<file path="config.mk">
export PLATFORM = sky130hd
export DESIGN_NAME = bright_contrast_adj
export DESIGN_NICKNAME = d
export VERILOG_FILES = /design/src/rtl/bright_contrast_adj.sv
export SDC_FILE = /design/constraint.sdc
export NUM_CORES = 1
export LEC_CHECK = 0
export BUFFER_PORTS_ARGS = -buffer_cell sky130_fd_sc_hd__buf_2
export CAP_MARGIN = 20
export CORE_ASPECT_RATIO = 1.75
export CORE_MARGIN = 2
export CORE_UTILIZATION = 60
export CTS_CLUSTER_DIAMETER = 50
export DETAILED_ROUTE_END_ITERATION = 10
export GPL_ROUTABILITY_DRIVEN = 0
export GPL_TIMING_DRIVEN = 0
export PLACE_DENSITY = 0.81
export SYNTH_ARGS = -nofsm -noshare
export SYNTH_HDL_FRONTEND = slang
export SYNTH_SLANG_ARGS = --single-unit
</file>
<file path="constraint.sdc">
create_clock -name clk -period 6 [get_ports clk]
set_clock_uncertainty 0.15 [all_clocks]
set_input_delay 0 -clock clk [delete_from_list [all_inputs] [get_ports clk]]
set_output_delay 0 -clock clk [all_outputs]
set_load 0.02 [all_outputs]
</file>
<file path="src/rtl/bright_contrast_adj.sv">
// Brightness/contrast pixel stage: saturating step-controlled offset/gain and a 3-stage datapath.
// Optional macro BC_FRAME_SYNC_EN: active levels load from pending only at an in_vs rising edge.
module bright_contrast_adj #(
  parameter int unsigned STEP_B = 16,
  parameter int unsigned STEP_C = 1
) (
  input  logic       clk,
  input  logic       rst,
  input  logic       en,
  input  logic       binc,
  input  logic       bdec,
  input  logic       cinc,
  input  logic       cdec,
  input  logic [7:0] in_r,
  input  logic [7:0] in_g,
  input  logic [7:0] in_b,
  input  logic       in_de,
  input  logic       in_hs,
  input  logic       in_vs,
  output logic [7:0] out_r,
  output logic [7:0] out_g,
  output logic [7:0] out_b,
  output logic       out_de,
  output logic       out_hs,
  output logic       out_vs,
  output logic [7:0] bright_lvl,
  output logic [4:0] contrast_lvl
);
  localparam int unsigned NCH = 3;
  localparam logic signed [9:0] STEP_B_S = 10'(STEP_B);
  localparam logic signed [6:0] STEP_C_S = 7'(STEP_C);
  localparam logic signed [7:0] OFF_MAX  = 8'sh7F;
  localparam logic signed [7:0] OFF_MIN  = 8'sh80;
  localparam logic [4:0]        GAIN_ONE = 5'd16;

  logic signed [7:0] pend_off, cur_off, off_nxt;
  logic [4:0]        pend_gain, cur_gain, gain_nxt;
  logic signed [9:0] off_sum;
  logic signed [6:0] gain_sum;
  logic              load;

  // Saturating next value for the pending offset and gain
  always_comb begin
    off_sum  = 10'(pend_off);
    gain_sum = 7'({2'b00, pend_gain});
    if (binc && !bdec)      off_sum = off_sum + STEP_B_S;
    else if (bdec && !binc) off_sum = off_sum - STEP_B_S;
    if (cinc && !cdec)      gain_sum = gain_sum + STEP_C_S;
    else if (cdec && !cinc) gain_sum = gain_sum - STEP_C_S;

    if (off_sum > 10'(OFF_MAX))      off_nxt = OFF_MAX;
    else if (off_sum < 10'(OFF_MIN)) off_nxt = OFF_MIN;
    else                             off_nxt = 8'(off_sum);

    if (gain_sum < 7'sd0)       gain_nxt = 5'd0;
    else if (gain_sum > 7'sd31) gain_nxt = 5'd31;
    else                        gain_nxt = 5'(gain_sum);
  end

`ifdef BC_FRAME_SYNC_EN
  logic vs_prev;

  always_ff @(posedge clk) begin
    if (!rst) vs_prev <= 1'b0;
    else      vs_prev <= in_vs;
  end

  assign load = in_vs & ~vs_prev;
`else
  assign load = 1'b1;
`endif

  always_ff @(posedge clk) begin
    if (!rst) begin
      pend_off  <= '0;
      pend_gain <= GAIN_ONE;
      cur_off   <= '0;
      cur_gain  <= GAIN_ONE;
    end else begin
      if (en) begin
        pend_off  <= off_nxt;
        pend_gain <= gain_nxt;
      end
      if (load) begin
        cur_off  <= pend_off;
        cur_gain <= pend_gain;
      end
    end
  end

  assign bright_lvl   = cur_off;
  assign contrast_lvl = cur_gain;

  logic [7:0]         px     [NCH];
  logic signed [8:0]  d      [NCH];
  logic signed [13:0] m      [NCH];
  logic signed [10:0] s      [NCH];
  logic [7:0]         sat    [NCH];
  logic signed [13:0] s1_m   [NCH];
  logic [7:0]         s1_p   [NCH];
  logic signed [10:0] s2_s   [NCH];
  logic [7:0]         s2_p   [NCH];
  logic [7:0]         o_px   [NCH];
  logic [2:0]         s1_sync, s2_sync, o_sync;
  logic               s1_en, s2_en;

  assign px[0] = in_r;
  assign px[1] = in_g;
  assign px[2] = in_b;

  // Per-channel arithmetic feeding each pipeline stage
  always_comb begin
    for (int i = 0; i < NCH; i++) begin
      d[i] = signed'({1'b0, px[i]}) - 9'sd128;
      m[i] = 14'(d[i]) * 14'(signed'({1'b0, cur_gain}));
      s[i] = 11'(s1_m[i] >>> 4) + 11'sd128 + 11'(cur_off);
      if (s2_s[i] < 11'sd0)        sat[i] = 8'd0;
      else if (s2_s[i] > 11'sd255) sat[i] = 8'hFF;
      else                         sat[i] = 8'(s2_s[i]);
    end
  end

  always_ff @(posedge clk) begin
    if (!rst) begin
      for (int i = 0; i < NCH; i++) begin
        s1_m[i] <= '0;
        s1_p[i] <= '0;
        s2_s[i] <= '0;
        s2_p[i] <= '0;
        o_px[i] <= '0;
      end
      s1_sync <= '0;
      s2_sync <= '0;
      o_sync  <= '0;
      s1_en   <= 1'b0;
      s2_en   <= 1'b0;
    end else begin
      for (int i = 0; i < NCH; i++) begin
        s1_m[i] <= m[i];
        s1_p[i] <= px[i];
        s2_s[i] <= s[i];
        s2_p[i] <= s1_p[i];
        o_px[i] <= s2_en ? sat[i] : s2_p[i];
      end
      s1_sync <= {in_de, in_hs, in_vs};
      s2_sync <= s1_sync;
      o_sync  <= s2_sync;
      s1_en   <= en;
      s2_en   <= s1_en;
    end
  end

  assign out_r  = o_px[0];
  assign out_g  = o_px[1];
  assign out_b  = o_px[2];
  assign out_de = o_sync[2];
  assign out_hs = o_sync[1];
  assign out_vs = o_sync[0];
endmodule

</file>
# After elaboration in Yosys (flattened, before gate mapping)
# Memories as Yosys holds them, arrays and structs flattened.
# Cells that the tools add are included.
# Widths: inputs -> output; s select.
# classes
bitwise_logic	15
mul	3
magnitude_cmp	10
muxes	34
reduce_logical	8
addsub	13
# op_table
cell	count
$mux 8	20
$mul 9x6->14	3
$mux 14	3
$add 10x9->11 const B	3
$add 11x8->11	3
$gt 11x9->1 const B	3
$lt 11x1->1 const B	3
$mux 11	3
$sub 8x8->9 const B	3
$mux 10	2
$or 1x1->1	15
$mux 7	2
$gt 10x8->1 const B	1
$lt 10x8->1 const B	1
$mux 5	2
$add 8x6->9 const B	1
$sub 8x6->9 const B	1
$gt 7x6->1 const B	1
$lt 7x1->1 const B	1
$add 5x1->6 const B	1
$sub 5x1->6 const B	1
$logic_and 1x1->1	4
$logic_not 1->1	4
$mux 1	2
# totals
input_bits	34
wordCells	97
register_bits	37
ramBits	147
output_inout_bits	40
mem_count	5
# mem_list
memory	depth	word_bits	read_ports	rd_clocked_by_memory_dff	write_ports	line	text
s1_m	3	14	3	0	3	99	logic signed [13:0] s1_m [NCH];
s2_s	3	11	3	0	3	101	logic signed [10:0] s2_s [NCH];
o_px	3	8	3	0	3	103	logic [7:0] o_px [NCH];
s1_p	3	8	3	0	3	100	logic [7:0] s1_p [NCH];
s2_p	3	8	3	0	3	102	logic [7:0] s2_p [NCH];

# Depth between registers and ports, before layout
# Gate-level depths: netlist (run 1).
# logic_depth
depth_word	7
depth_mapped	14

# Worst setup path after synthesis (run 1)
# Ideal clock, no wire load.
# synth_path
path_kind	flip-flop to flip-flop
startpoint	reg cur_gain[0] (netlist: contrast_lvl[0])
endpoint	mem s1_m[2][12] (netlist: s1_m[0][40])
slack_ns	1.646
path_buffers	1
stages_incl_launch_ff	13
setup_time_ns	0.062
t_arrival_ns	4.143
cell_sequence	dfxtp_1 clkbuf_1 nor2b_1 inv_1 fa_1 fa_1 fa_1 inv_1 ha_1 and3_1 a221o_1 or3_1 nand3_1
# synth_lines
item	line	text
from (decl)	37	logic [4:0] pend_gain, cur_gain, gain_nxt;
from (signal assigned)	86	cur_gain <= pend_gain;
to (decl)	99	

==> results.ini, run 1 <==
[status]
outcome=finished clean

[hold_path]
min_from=cdec
hold_path_class=in -> reg
holdPathStages=6
hold_path_end=pend_gain[0]

[critical_path]
reg2reg_depth=12
worstPathCellList=clkbuf_1 > nor2b_1 > inv_1 > fa_1 > fa_1 > fa_1 > inv_1 > ha_1 > and3_1 > a221o_1 > or3_1 > nand3_1
arrival_ns=5.14
timing.rr.end=s1_m[0][40]
cp_slowest_stage_delay_ns=0.69
path_common_cell=fa_1
critPathMaxFanout=10
start_kind=register
rrSetupSlack_ns=1.08
cp_slowest_cell=fa_1
path_buf_inv=3
worstSetupPathType=reg -> reg
crit_family=adder cells
crit_path_end_kind=register
worstPathRequired_ns=6.22
rr_startpoint=contrast_lvl[0]

[cts]
cts_buffers=17
clk_path_buf_depth=2
cts_tree=yes
cts.sinks=166
clk_pin_slew_ns=0.07
clock_latency_ns=0.43
h-tree-depth=4
clockRootBuffer=clkbuf_16
cts_setup_buffers=0

[synth]
synthArstFlopShare_pct=0
yosys_register_bits=166
syn-num-nets=1492
synth_ff_type=dfxtp_1
synthCells=1253
seq_area_frac_synth_pct=29.09
yosys.area.top_type=dfxtp_1
synth_top_area_share_pct=29.09
syn-cell-area_um2=11420
synth_edf_count=0
synth_area_leaders=dfxtp_1, ha_1, fa_1, and2_1, inv_1
yosys_warnings=0
synthDistinctLibCells=59
synth.avg_cell_area_um2=9.117

[sta]
maxSlewViolCount=0
setup_tns_ns=0
holdWs_ns=0.01349
report.final.setup_viol=0
fin_crit_ns=4.918
fin_ws_ns=1.082
max_clock_freq_mhz=203.3
relSlewSlack_pct=35.44
finalHoldViolCount=0
rsz0062_at_grt=no
worst_slew_pin_slew_ns=0.9684
period_share_pct=81.96

[floorplan]
dieWidth_um=108.3
rows=66
initial_core_util_pct=61.21
die_h_um=186.5
core_um2=18660
die_area_um2=20200
ios=74

[route]
firstDrtPassIters=7
viasPerCell=5.510
drtAntennaViolNets=0
vias=8965
wl_per_cell_um=16.59
drc=0
drtIter0Drc=500
wl_mm=26.99

[grt]
grt.overflow.total=0
grt_pass1_vias=9059
grt_usage_pct=27.70
grt_pass1_wl_mm=43.70
antenna_found_initial=0
grt_max_degree=17

[job]
max-cap-violations=0

[power]
power_density_nw_per_um2=240.5
total_power_mw=3.128
leakagePower_nw=6.388
irDropWorstVdd_v=0.0002033

[placed_design]
dp_slack_ns=1.090
dpl.hpwl_mm=20.61
port_buffers=73

[cells_and_area]
layout_commonest_cell=and2_1
area_delta_synth_final_pct=13.86
nNetsFinal=1616
drive_gt1_share_pct=8.927
fin_util_pct=69.69
fill_cells=1510
diodes=0
layout_common_cells=and2_1, dfxtp_1, inv_1, ha_1, nor2_1

==> state kept, by name (all words and copies together), names as in the netlist <==
| signal | count |
|---|---|
| contrast_lvl | 5 |
| s2_en | 1 |
| s1_sync | 3 |
| s1_en | 1 |
| s2_s | 33 |
| s1_p | 24 |
| s1_m | 30 |
| s2_p | 24 |
| s2_sync | 3 |
| bright_lvl | 5 |
| pend_gain | 5 |
| o_px | 24 |
| pend_off | 5 |
| o_sync | 3 |
==> cell usage after synthesis, drive strengths merged, types with 7 or more instances <==
| master | count |
|---|---|
| xnor2 | 20 |
| or3 | 11 |
| nand2 | 32 |
| clkbuf | 31 |
| mux2i | 40 |
| nand3 | 7 |
| dfxtp | 166 |
| xor2 | 15 |
| nor2 | 116 |
| nand4 | 7 |
| a211oi | 10 |
| a21o | 25 |
| o21a | 7 |
| a21oi | 62 |
| and2 | 170 |
| ha | 132 |
| nand2b | 28 |
| inv | 144 |
| and3 | 9 |
| fa | 73 |
| buf | 14 |
| o21ai | 31 |
| nor2b | 18 |
| nor3 | 14 |
==> area by class of cell <==
cell class | instances | area (µm²) | share of cell area, %
timing repair buffer | 105 | 685.7 | 5.272
tap | 238 | 297.8 | 2.290
clock inverter | 13 | 170.2 | 1.308
multi-input combinational | 898 | 7363 | 56.61
inverter | 144 | 540.5 | 4.156
clock buffer | 18 | 429.2 | 3.300
buffer | 45 | 196.4 | 1.510
sequential | 166 | 3323 | 25.55
==> logic make-up (layout without fill, tap and decap cells) <==
logic type / Yosys count / after routing / share of synthesized area (%)
flip-flops: 166 / 166 / 29.09
multiplexers: 41 / 41 / 3.603
XOR/XNOR: 35 / 35 / 2.684
AND/OR/NAND/NOR: 434 / 434 / 20.62
adder cells (fa/ha/maj): 206 / 206 / 27.34
buffers and inverters: 189 / 325 / 6.451
AO/OA/AOI/OAI: 182 / 182 / 10.21
==> report_power, final <==
group	total (mW)	switching [mW]	internal (mW)
clock network	1.12	0.459	0.661
registers	1.24	0.0429	1.20
logic	0.767	0.445	0.322
total	3.13	0.947	2.18
==> worst min-delay path, cell delays in order <==
cell	delay [ns]
buf_2	0.10
nand2b_1	0.11
a31oi_1	0.04
o21ai_0	0.14
a21oi_1	0.07
nor2_1	0.09
==> worst max-delay path by stage <==
stage	startpoint	endpoint	cells past startpoint
after floorplan	contrast_lvl[0]	s1_m[0][40]	12
after global placement	contrast_lvl[0]	s1_m[0][40]	12
after detailed placement	contrast_lvl[0]	s1_m[0][40]	12
after CTS	contrast_lvl[0]	s1_m[0][40]	12
after global routing	contrast_lvl[0]	s1_m[0][40]	12
final	contrast_lvl[0]	s1_m[0][40]	12
==> routing by layer <==
layer / share of wire, % / GRT usage [%]
met4: 5.3 / 15.04
met2: 53 / 49.95
met3: 4.1 / 3.842
met5: 0 / 0
met1: 38 / 30.61
==> stage by stage <==
| step | cell area, µm² | instances |
|---|---|---|
| after floorplan | 11420 | 1253 |
| after global routing | 13010 | 1627 |
| final | 13010 | 1627 |
| after global placement | 12090 | 1564 |
| after detailed placement | 12090 | 1564 |
| after CTS | 13010 | 1627 |
==> what timing repair did <==
action	CTS	global route
hold buffers	32	0
hold endpoints to repair	32	0
gates resized for setup	0	0
No activity file was read; power rests on OpenSTA's default activity.
==> run 2: changes to the inputs <==
ABC_AREA = 1   (was not set)
clock period = 5.2 ns   (was 6 ns; I/O delays follow)
==> results.ini, run 2 <==
[status]
outcome=finished clean

[cells_and_area]
fin_util_pct=69.67  ; about the same
largest_register_ffs=33  ; unchanged
layoutNonFillerInstCount=2000  ; +23%
largestRegisters=s2_s (33), s1_m (30)
layout_commonest_cell=inv_1
top_register=s2_s
nNetsFinal=1985  ; +23%
drive_gt1_share_pct=8.755  ; -0.17 points
diodes=0  ; unchanged
layout_common_cells=inv_1, nand2_1, dfxtp_1, ha_1, a21oi_1
area_delta_synth_final_pct=13.79  ; about the same

[sta]
relSlewSlack_pct=43.21  ; +7.8 points
finalHoldViolCount=0  ; unchanged
report.final.setup_viol=0  ; unchanged
max_clock_freq_mhz=230.0  ; +13%
rsz0062_at_grt=no
fin_crit_ns=4.347  ; -0.5709 ns
setup_tns_ns=0  ; unchanged
maxSlewViolCount=0  ; unchanged
worst_slew_pin_slew_ns=0.8507  ; -0.1177 ns
period_share_pct=83.59  ; +1.6 points

[floorplan]
rows=67  ; +1.5%
ios=74  ; unchanged
initial_core_util_pct=61.23  ; about the same
die_h_um=189.2  ; +1.4%
core_um2=19200  ; +2.9%
dieWidth_um=109.8  ; +1.4%
die_area_um2=20770  ; +2.8%

[synth]
yosysMostFrequentCell=inv_1
synth_edf_count=0  ; unchanged
synthCells=1620  ; +29%
yosys_warnings=0  ; unchanged
synth_top_area_share_pct=28.27  ; -0.82 points
synthArstFlopShare_pct=0  ; unchanged
synth_ff_type=dfxtp_1
syn-cell-area_um2=11750  ; +2.9%
synthTopCellsByCount=inv_1, nand2_1, dfxtp_1
yosys.area.top_type=dfxtp_1
seq_area_frac_synth_pct=28.27  ; -0.82 points
synth_area_leaders=dfxtp_1, ha_1, inv_1, fa_1, nand2_1
syn-num-nets=1859  ; +25%
synthDistinctLibCells=34  ; -42%
synth.avg_cell_area_um2=7.255  ; -20%
yosys_register_bits=166  ; unchanged

[cts]
clk_path_buf_depth=2  ; unchanged
clockRootBuffer=clkbuf_16
cts.sinks=166  ; unchanged
clk_pin_slew_ns=0.07  ; about the same
cts_tree=yes
cts_buffers=17  ; unchanged
post_cts_resize_count=0  ; unchanged
h-tree-depth=4  ; unchanged
clock_latency_ns=0.43  ; about the same

[route]
drtAntennaViolNets=0  ; unchanged
firstDrtPassIters=6  ; -1
drtIter0Drc=715  ; +43%
drc=0  ; unchanged
wl_per_cell_um=13.16  ; -21%
vias=10117  ; +13%
wl_mm=26.32  ; -2.5%
viasPerCell=5.059  ; -8.2%

[placed_design]
dpl.hpwl_mm=20.91  ; +1.4%
placed_cells=1933  ; +24%
port_buffers=72  ; -1.4%

[critical_path]
crit_path_end_kind=register
worstSetupPathType=reg -> reg
reg2reg_depth=14  ; +2
arrival_ns=4.55  ; -0.59 ns
startpoint=contrast_lvl[2]
start_kind=register
critPathMaxFanout=10  ; unchanged
rr_startpoint=contrast_lvl[2]
worstPathRequired_ns=5.41  ; -0.81 ns

[power]
leakagePower_nw=8.154  ; +28%
irDropWorstVdd_v=0.0003690  ; +82%
power_density_nw_per_um2=271.4  ; +13%

[job]
max-cap-violations=0  ; unchanged

[hold_path]
min_from=in_de
holdPathStages=4  ; -2
hold_path_class=in -> reg

[grt]
grt_pass1_vias=9629  ; +6.3%
grt_pass1_wl_mm=42.59  ; -2.5%
grt_usage_pct=26.01  ; -1.7 points
antenna_found_initial=0  ; unchanged
grt_max_degree=19  ; +2
grt.overflow.total=0  ; unchanged

-- run 2: report_power, final --
group	internal, mW	leakage, nW	switching (mW)
combinational	0.342	6.50	0.595
sequential	1.39	1.37	0.0494
clock	0.689	0.284	0.565
-- run 2: worst paths after layout --
path | slack, ns | to
hold / removal | 0.16 | s1_sync[2]
setup / recovery | 0.85 | s1_m[0][13]
hold reg to reg | 0.27 | s2_p[0][2]
setup reg to reg | 0.85 | s1_m[0][13]
-- run 2: kinds of logic after synthesis --
| kind of cell | Yosys count | synth area share (%) |
|---|---|---|
| adder cells (fa/ha/maj) | 205 | 26.48 |
| flip-flops | 166 | 28.27 |
| XOR/XNOR | 8 | 0.5961 |
| AND/OR/NAND/NOR | 582 | 20.45 |
| buffers and inverters | 443 | 14.50 |
| AO/OA/AOI/OAI | 216 | 9.698 |
-- run 2: through the flow --
step | area [µm²] | setup WS, ns | hold slack, ns | total power, mW
finish | 13370 | 0.8531 | 0.1582 | 3.629
global route | 13370 | 0.5912 | 0.1583 | 3.844
CTS | 13370 | 0.8897 | 0.1262 | 3.639
detailed placement | 12420 | 0.9199 | 0.03783 | 2.363
global placement | 12420 | 0.9426 | 0.04051 | 2.330
floorplan | 11750 | 1.376 | -0.05655 | 2.135
-- run 2: layout make-up --
class	instances	area, µm²
Buffer	35	172.7
Inverter	408	1531
Clock inverter	15	182.7
Tap cell	241	301.5
Clock buffer	17	425.4
Timing Repair Buffer	107	710.7
Fill cell	1558	5823
Sequential cell	166	3323
Multi-Input combinational cell	1011	6726
-- run 2: critical path, stage by stage, from the launching register on --
cell and delay [ns]:
dfxtp_1 0.60, clkbuf_1 0.49, nand2_1 0.20, fa_1 0.64
fa_1 0.48, fa_1 0.54, inv_1 0.04, ha_1 0.31
inv_1 0.13, o21ai_0 0.12, a21boi_0 0.19, nand3_1 0.14
nand2_1 0.09, nand2_1 0.04, nor2_1 0.10
-- run 2: layer usage --
metal	GRT usage, %	vias up	part of all wire, %	wire (µm)
met5	0	-	0	0
met4	14.31	0	5.2	1378
met3	2.892	73	4.1	1082
met2	47.12	292	51	13440
met1	28.65	4588	40	10420
li1	-	5164	-	-
-- run 2: repair_timing --
| item | 4_1_cts | 5_1_grt |
|---|---|---|
| hold buffers | 35 | 0 |
| endpoints found under the hold margin | 54 | 0 |
| setup buffers | 0 | 0 |
| setup endpoints to repair | 0 | 0 |
==> run 3: changes to the inputs <==
clock period = 4.36 ns   (was 5.2 ns; I/O delays follow)
==> results.ini, run 3 (synthesis gave the netlist of run 2 again) <==
[grt]
grt.overflow.total=0  ; unchanged
grt_pass1_vias=9629  ; unchanged
grt_max_degree=19  ; unchanged
antenna_found_initial=0  ; unchanged
grt_pass1_wl_mm=42.59  ; unchanged
grt_usage_pct=26.01  ; unchanged

[route]
drtAntennaViolNets=0  ; unchanged
drtIter0Drc=691  ; -3.4%
viasPerCell=5.051  ; -0.16%
firstDrtPassIters=5  ; -1
wl_mm=26.32  ; about the same
drc=0  ; unchanged
wl_per_cell_um=13.16  ; about the same
vias=10101  ; -0.16%

[cts]
clockRootBuffer=clkbuf_16
cts_buffers=17  ; unchanged
cts.sinks=166  ; unchanged
clk_pin_slew_ns=0.07  ; about the same
clock_latency_ns=0.43  ; about the same
clk_path_buf_depth=2  ; unchanged
h-tree-depth=4  ; unchanged
cts_tree=yes

[power]
switching_share_pct=33.40  ; +0.064 points
seq_power_share_pct=39.6  ; about the same
irDropWorstVdd_v=0.0004407  ; +19%
p_int_mw=2.886  ; +19%
total_power_mw=4.333  ; +19%
leakagePower_nw=8.168  ; +0.17%
netSwitchingPower_mw=1.447  ; +20%
combPwrFrac_pct=25.8  ; about the same
clock_power_share_pct=34.6  ; about the same
power_density_nw_per_um2=323.7  ; +19%

[floorplan]
initial_core_util_pct=61.23  ; unchanged
dieWidth_um=109.8  ; unchanged
die_area_um2=20770  ; unchanged
ios=74  ; unchanged
core_um2=19200  ; unchanged
die_h_um=189.2  ; unchanged
rows=67  ; unchanged

[critical_path]
path_common_cell=inv_1
cp_slowest_cell=fa_2
crit_family=adder cells
worstPathCellList=buf_4 > inv_1 > nor2_1 > inv_1 > fa_2 > fa_1 > fa_1 > inv_1 > ha_1 > inv_1 > o21ai_0 > a21boi_0 > nand3_1 > nand2_1 > nand2_1 > nor2_1
cp.depth=16  ; +2
cp_slowest_stage_delay_ns=0.65  ; about the same
arrival_ns=4.36  ; -0.19 ns
worstSetupPathType=reg -> reg
crit_path_end_kind=register
worstPathRequired_ns=4.57  ; -0.84 ns
path_buf_inv=5  ; +2
critPathMaxFanout=10  ; unchanged
reg2reg_depth=16  ; +2
start_kind=register

[job]
max-cap-violations=0  ; unchanged

[status]
outcome=finished clean

[cells_and_area]
layout_commonest_cell=inv_1
drive_gt1_share_pct=9.153  ; +0.40 points
largestRegisters=s2_s (33), s1_m (30)
nNetsFinal=1985  ; unchanged
top_register=s2_s
area_delta_synth_final_pct=13.89  ; about the same
diodes=0  ; unchanged
largest_register_ffs=33  ; unchanged
fin_util_pct=69.73  ; about the same
layout_common_cells=inv_1, nand2_1, dfxtp_1, ha_1, a21oi_1
fin_area_um2=13390  ; about the same

[sta]
finalHoldViolCount=0  ; unchanged
rsz0062_at_grt=yes
fin_ws_ns=0.2110  ; -0.6421 ns
fin_crit_ns=4.149  ; -0.1979 ns
report.final.setup_viol=0  ; unchanged
maxSlewViolCount=0  ; unchanged
worst_slew_pin_slew_ns=0.8333  ; -0.01744 ns
relSlewSlack_pct=44.37  ; +1.2 points
period_share_pct=95.16  ; +12 points
max_clock_freq_mhz=241.0  ; +4.8%

[placed_design]
dpl.hpwl_mm=20.91  ; unchanged
place_area_um2=12420  ; unchanged
dp_slack_ns=0.07991  ; -0.8400 ns
port_buffers=72  ; unchanged

[hold_path]
hold_path_class=in -> reg
holdPathStages=4  ; unchanged

-- run 3: stage by stage --
stage          TNS (ns)  hold slack, ns  cells
2_1_floorplan         0        -0.05655   1620
3_3_place_gp          0         0.04051   1933
3_5_place_dp          0         0.03783   1933
4_1_cts               0          0.1262   2000
5_1_grt        -0.01209          0.1583   2000
6_report              0          0.1565   2000
-- run 3: final timing paths --
path / start / endpoint / slack (ns)
worst min register to register: s1_p[0][19] / s2_p[0][19] / 0.26
worst max-delay path: contrast_lvl[1] / s1_m[0][13] / 0.21
worst max register to register: contrast_lvl[1] / s1_m[0][13] / 0.21
worst min-delay path: in_de / s1_sync[2] / 0.16
-- run 3: area by class of cell --
type | count | area [µm²]
Clock inverter | 15 | 182.7
Inverter | 408 | 1531
Buffer | 35 | 177.7
Tap cell | 241 | 301.5
Sequential cell | 166 | 3323
Fill cell | 1556 | 5811
Timing Repair Buffer | 107 | 710.7
Multi-Input combinational cell | 1011 | 6734
Clock buffer | 17 | 425.4
-- run 3: what timing repair did --
item                                    4_1_cts  5_1_grt
gates resized for setup                       0       11
endpoints found under the setup margin        0       11
setup buffers                                 0        0
hold buffers                                 35        0
endpoints found under the hold margin        54        0
-- run 3: per-layer routing --
layer  GRT usage (%)  wire length, µm  vias to the layer above
li1                -                -                     5161
met1           28.65            10350                     4576
met2           47.12            13480                      294
met3           2.892             1184                       70
met4           14.31             1306                        0
met5               0                0                        -
-- run 3: worst reg2reg max path, delay by kind of cell, from the launching register on --
family          cells  cell delay, ns
flops               1            0.34
fa+ha+maj           4            1.95
buf+inv             5            0.72
simple gates        5            0.59
compound gates      2            0.31
-- run 3: power groups by stage --
| stage | clock, mW | sequential [mW] | combinational (mW) |
|---|---|---|---|
| 3_3_place_gp | 0 | 1.74 | 1.04 |
| 3_5_place_dp | 0 | 1.75 | 1.07 |
| 4_1_cts | 1.51 | 1.71 | 1.11 |
| 6_report | 1.50 | 1.71 | 1.12 |
| 2_1_floorplan | 0 | 1.75 | 0.797 |
| 5_1_grt | 1.57 | 1.73 | 1.29 |
